`config.mk`:
```
export PLATFORM = sky130hd
export DESIGN_NAME = mem_bus_port
export DESIGN_NICKNAME = d
export VERILOG_FILES = /design/src/rtl/mem_bus_port.sv
export SDC_FILE = /design/constraint.sdc
export NUM_CORES = 1
export LEC_CHECK = 0
export BUFFER_PORTS_ARGS = -buffer_cell sky130_fd_sc_hd__buf_2
export CORE_UTILIZATION = 40
export CTS_BUF_LIST = sky130_fd_sc_hd__clkbuf_4 sky130_fd_sc_hd__clkbuf_8
export DETAILED_ROUTE_END_ITERATION = 16
export PLACE_DENSITY = 0.73
export SYNTH_ARGS = -nofsm -noshare
export SYNTH_HDL_FRONTEND = slang
export SYNTH_SLANG_ARGS = --single-unit
```
`constraint.sdc`:
```
create_clock -name clk -period 5.2 [get_ports clk]
set_input_delay 0.26 -clock clk [delete_from_list [all_inputs] [get_ports clk]]
set_output_delay 0.26 -clock clk [all_outputs]
set_load 0.01 [all_outputs]
```
`src/rtl/mem_bus_port.sv`:
```
// LC-3 memory bus port: MAR/MDR latches, req/ack memory cycle with timeout,
// and gated MDR return path toward the system bus tribuf.
module mem_bus_port #(
  parameter int WIDTH          = 16,
  parameter int TIMEOUT_CYCLES = 255
) (
  input  logic             clk,
  input  logic             rst,
  input  logic [WIDTH-1:0] bus_in,
  input  logic             ld_mar,
  input  logic             ld_mdr,
  input  logic             mio_en,
  input  logic             r_w,
  input  logic             gate_mdr,
  output logic [WIDTH-1:0] bus_out,
  output logic             bus_oe,
  output logic             ready,
  output logic             err,
  output logic [WIDTH-1:0] mem_addr,
  output logic [WIDTH-1:0] mem_wdata,
  output logic             mem_we,
  output logic             mem_req,
  input  logic [WIDTH-1:0] mem_rdata,
  input  logic             mem_ack
);

  localparam int CW = (TIMEOUT_CYCLES > 1) ? $clog2(TIMEOUT_CYCLES) : 1;

  typedef enum logic [1:0] {
    S_IDLE,
    S_RD,
    S_WR,
    S_DONE
  } state_t;

  state_t           state_q, state_d;
  logic [WIDTH-1:0] mar_q, mar_d;
  logic [WIDTH-1:0] mdr_q, mdr_d;
  logic [WIDTH-1:0] addr_q, addr_d;
  logic [WIDTH-1:0] wdata_q, wdata_d;
  logic             we_q, we_d;
  logic             req_q, req_d;
  logic             ready_q, ready_d;
  logic             err_q, err_d;
  logic [CW-1:0]    cnt_q, cnt_d;
  logic             cnt_last;

  assign cnt_last = (cnt_q == CW'(TIMEOUT_CYCLES - 1));

  always_comb begin
    state_d = state_q;
    mar_d   = mar_q;
    mdr_d   = mdr_q;
    addr_d  = addr_q;
    wdata_d = wdata_q;
    we_d    = we_q;
    req_d   = req_q;
    ready_d = ready_q;
    err_d   = err_q;
    cnt_d   = cnt_q;

    unique case (state_q)
      S_IDLE: begin
        if (ld_mar) mar_d = bus_in;
        if (ld_mdr && !mio_en) mdr_d = bus_in;
        if (mio_en) begin
          addr_d  = mar_q;
          wdata_d = mdr_q;
          we_d    = r_w;
          req_d   = 1'b1;
          cnt_d   = '0;
          state_d = r_w ? S_WR : S_RD;
        end
      end
      S_RD, S_WR: begin
        // ack wins over a timeout landing on the same edge
        if (mem_ack) begin
          req_d   = 1'b0;
          we_d    = 1'b0;
          if (state_q == S_RD) mdr_d = mem_rdata;
          ready_d = mio_en;
          state_d = mio_en ? S_DONE : S_IDLE;
        end else if (cnt_last) begin
          req_d   = 1'b0;
          we_d    = 1'b0;
          err_d   = 1'b1;
          ready_d = mio_en;
          state_d = mio_en ? S_DONE : S_IDLE;
        end else begin
          cnt_d = cnt_q + CW'(1);
        end
      end
      S_DONE: begin
        if (ld_mar) mar_d = bus_in;
        if (ld_mdr && !mio_en) mdr_d = bus_in;
        if (!mio_en) begin
          ready_d = 1'b0;
          state_d = S_IDLE;
        end
      end
      default: state_d = S_IDLE;
    endcase
  end

  always_ff @(posedge clk or posedge rst) begin
    if (rst) begin
      state_q <= S_IDLE;
      mar_q   <= '0;
      mdr_q   <= '0;
      addr_q  <= '0;
      wdata_q <= '0;
      we_q    <= 1'b0;
      req_q   <= 1'b0;
      ready_q <= 1'b0;
      err_q   <= 1'b0;
      cnt_q   <= '0;
    end else begin
      state_q <= state_d;
      mar_q   <= mar_d;
      mdr_q   <= mdr_d;
      addr_q  <= addr_d;
      wdata_q <= wdata_d;
      we_q    <= we_d;
      req_q   <= req_d;
      ready_q <= ready_d;
      err_q   <= err_d;
      cnt_q   <= cnt_d;
    end
  end

  assign bus_out   = mdr_q;
  assign bus_oe    = gate_mdr;
  assign ready     = ready_q;
  assign err       = err_q;
  assign mem_addr  = addr_q;
  assign mem_wdata = wdata_q;
  assign mem_we    = we_q;
  assign mem_req   = req_q;

endmodule

```
==> results.md <==
- Fin cells: 479
- Net Count, Synth: 326
- Max frequency: 0.399 GHz
- R2R Path End: cnt_q[5]
- Syn Inst Count: 280
- Post-CTS sizing: 0
- Vias in the first global route: 2582
- # setup viols final: 0
- R2R cell count: 5
- Commonest non-fill, non-tap cell in the layout: buf_2
- Element type at the critical path end: flip-flop
- Synth top area share: 56.2%
- Crit path arrival time: 2.73 ns
- Clk_skew: 0.00535 ns
- Routability cong.: 0.818
- WL per Instance: 15.8 um
- GRT Total Usage: 18.1%
- Clk_lat worst skew: 0.34 ns
- Final core occ: 51.0%
- RSZ-0062 raised after global routing: no
- Switch Pwr: 1.10 mW
- Internal power: 1.77 mW
- H-tree levels: 3
- Die area: 9070 um^2
- Crit path to: cnt_q[5]
- Crit-path cells: inv_1 > ha_2 > o21ai_0 > nor4b_1 > nor3_1
- Crit path depth: 5
- Commonest non-fill, non-tap cells in the layout: 90 x buf_2, 78 x dfrtp_1, 48 x mux2_2
- Area Overhead vs Synth: 21.7%
- Most used DFF post-synth: dfrtp_1
- CP startpoint: state_q[0]
- Flop2flop setup slack: 2.70 ns
- Seq pwr share: 37.9%
- Post-CTS setup buffer count: 0
- Max-Cap Viols: 0
- DRC: 0
- Final worst path period need: 2.50 ns
- Ant. Diodes: 0
- DRT Pass-1 Iters: 4
- DPL Wire Length: 5.11 mm
- Worst path max stage delay: 0.96 ns
- Status: completed
- Ys async rst share: 100%
- Hold_ws: 0.165 ns
- Vias per Instance: 5.22
- Setup crit start kind: flip-flop
- Endpoints failing hold: 0
- CTS Hold Bufs: 0
- Fin crit share: 48.1%
- Chip Width: 95.2 um
- Setup CP Type: reg -> reg
- Die Y: 95.2 um
- Routed wire length: 7.57 mm
- Row Count: 33
- Crit path max fanout: 39
- Slowest stage cell, crit path: ha_2
- Largest net degree at the start of global routing: 79
- Number of routed nets with antenna violations: 0
- Cell family with most CP delay: adder cells
- LEAKAGE: 2.05 nW
- Clk root buf: clkbuf_8
- Relative slew slack: 34.5%
- Unique masters post-synth: 42
- Share of post-route cells with drive strength above 1: 44.7%
- Critical Path RT: 5.43 ns
- DP Area: 4010 um^2
- Hold/Removal Path Class: in -> reg
- I/O Buffers: 90
- Synth Warn #: 0
- First-pass GRT wire length: 12.4 mm
- Clock Path Buffers: 2
- Pwr Total: 2.87 mW
- Ratio of total power to cell area: 678 nW/um^2
- Fin area: 4230 um^2
- Slew Limit Fails: 0
- Netlist Area Pre-Place: 3480 um^2
- Clock share of power: 17.6%
- Starting Density: 41.9%
- CTS Sinks: 78
- Min setup slack post-route: 2.70 ns
- Area of the core: 8300 um^2
- Via Count: 2502
- Initial antenna violation count: 0
- Comb pwr share: 44.6%
- Syn_area_per_cell: 12.4 um^2
- Post-synth EDFFs: 0
- Cells after DPL: 463
- Worst R2R Start: state_q[0]
- Final #Nets: 415
- Clock transition at path regs: 0.08 ns
- Cell taking the most area after synthesis: dfrtp_1
- Setup TNS: 0 ns
- Buffers & Inverters on Critical Path: 1
- CTS tree: done
- Top Ports: 93
- Total CTS buffers: 9
- Total congestion overflow: 0
- DP Worst Slack: 2.71 ns
- Fillers: 716
- Worst-Margin Slew: 0.982 ns
- Synth area leaders: dfrtp_1 56%, mux2_2 16%, mux2i_1 4.9%, o21ai_0 2.9%, nand2_1 2.8%
- Maximum vdd drop: 0.340 mV
- Sequential-to-total area share from yosys stat: 56.2%
- Flops & latches, synth: 78
- Switch share: 38.2%
- Starting DRC count in detailed routing: 84
[metal layers]
metal  routed length [um]  global-route usage [%]
met4                  120                    6.44
met5                    0                       0
met1                 3430                    23.2
met3                  550                    5.82
met2                 3470                    28.7
[logic make-up (layout without fill, tap and decap cells)]
family	Yosys count	after routing	share of synthesized area (%)
flops	78	78	56.2
simple gates	55	55	8.28
fa+ha+maj	6	6	2.16
buf+inv	26	120	3.46
mux	65	65	20.4
compound gates	50	50	9.50
[sequential cells by signal (all words and copies together), names as in the netlist]
| signal | count |
|---|---|
| ready | 1 |
| mem_req | 1 |
| bus_out | 16 |
| mem_we | 1 |
| mem_addr | 16 |
| err | 1 |
| cnt_q | 8 |
| mem_wdata | 16 |
| mar_q | 16 |
| state_q | 2 |
[cell type report]
class                   count  area (um^2)  share of cell area (%)
flip-flops and latches     78         1950                    46.1
multi-input cells         176         1420                    33.4
repair buffers             92          465                    11.0
well taps                 105          131                    3.10
clock buffers               9          124                    2.93
clock inverters             7         97.6                    2.31
inverters                  12         46.3                    1.09
[how the worst min path moves through the flow]
stage | startpoint | depth (start not counted) | to
finish | bus_in[4] | 2 | mar_q[4]
global route | bus_in[4] | 2 | mar_q[4]
CTS | bus_in[4] | 2 | mar_q[4]
detailed placement | err | 1 | err
global placement | err | 1 | err
floorplan | bus_in[15] | 1 | mar_q[15]
[power by group through the flow]
stage / Clock [mW] / Combinational, mW / Sequential [mW]
floorplan: 0 / 0.817 / 1.16
global placement: 0 / 1.25 / 1.08
detailed placement: 0 / 1.29 / 1.09
CTS: 0.512 / 1.30 / 1.09
global route: 0.537 / 1.42 / 1.12
finish: 0.503 / 1.28 / 1.09
[worst reg2reg max path: stages (launching register included)]
cell,delay (ns)
dfrtp_1,0.40
inv_1,0.09
ha_2,0.96
o21ai_0,0.48
nor4b_1,0.37
nor3_1,0.09
[synthesized netlist by cell type (2+ instances only)]
| master | n |
|---|---|
| and4b_1 | 2 |
| mux2_2 | 48 |
| a31oi_1 | 2 |
| ha_1 | 6 |
| nor2_1 | 3 |
| nand2b_1 | 2 |
| mux2i_1 | 17 |
| nand2_1 | 26 |
| dfrtp_1 | 78 |
| a2bb2oi_1 | 2 |
| clkbuf_1 | 2 |
| o22ai_1 | 4 |
| nor3_1 | 4 |
| buf_2 | 9 |
| buf_4 | 3 |
| nand3_1 | 6 |
| o21ai_0 | 20 |
| nor2b_1 | 2 |
| a21oi_1 | 9 |
| inv_1 | 12 |
| o22a_1 | 2 |
No activity file was read; power rests on OpenSTA's default activity.
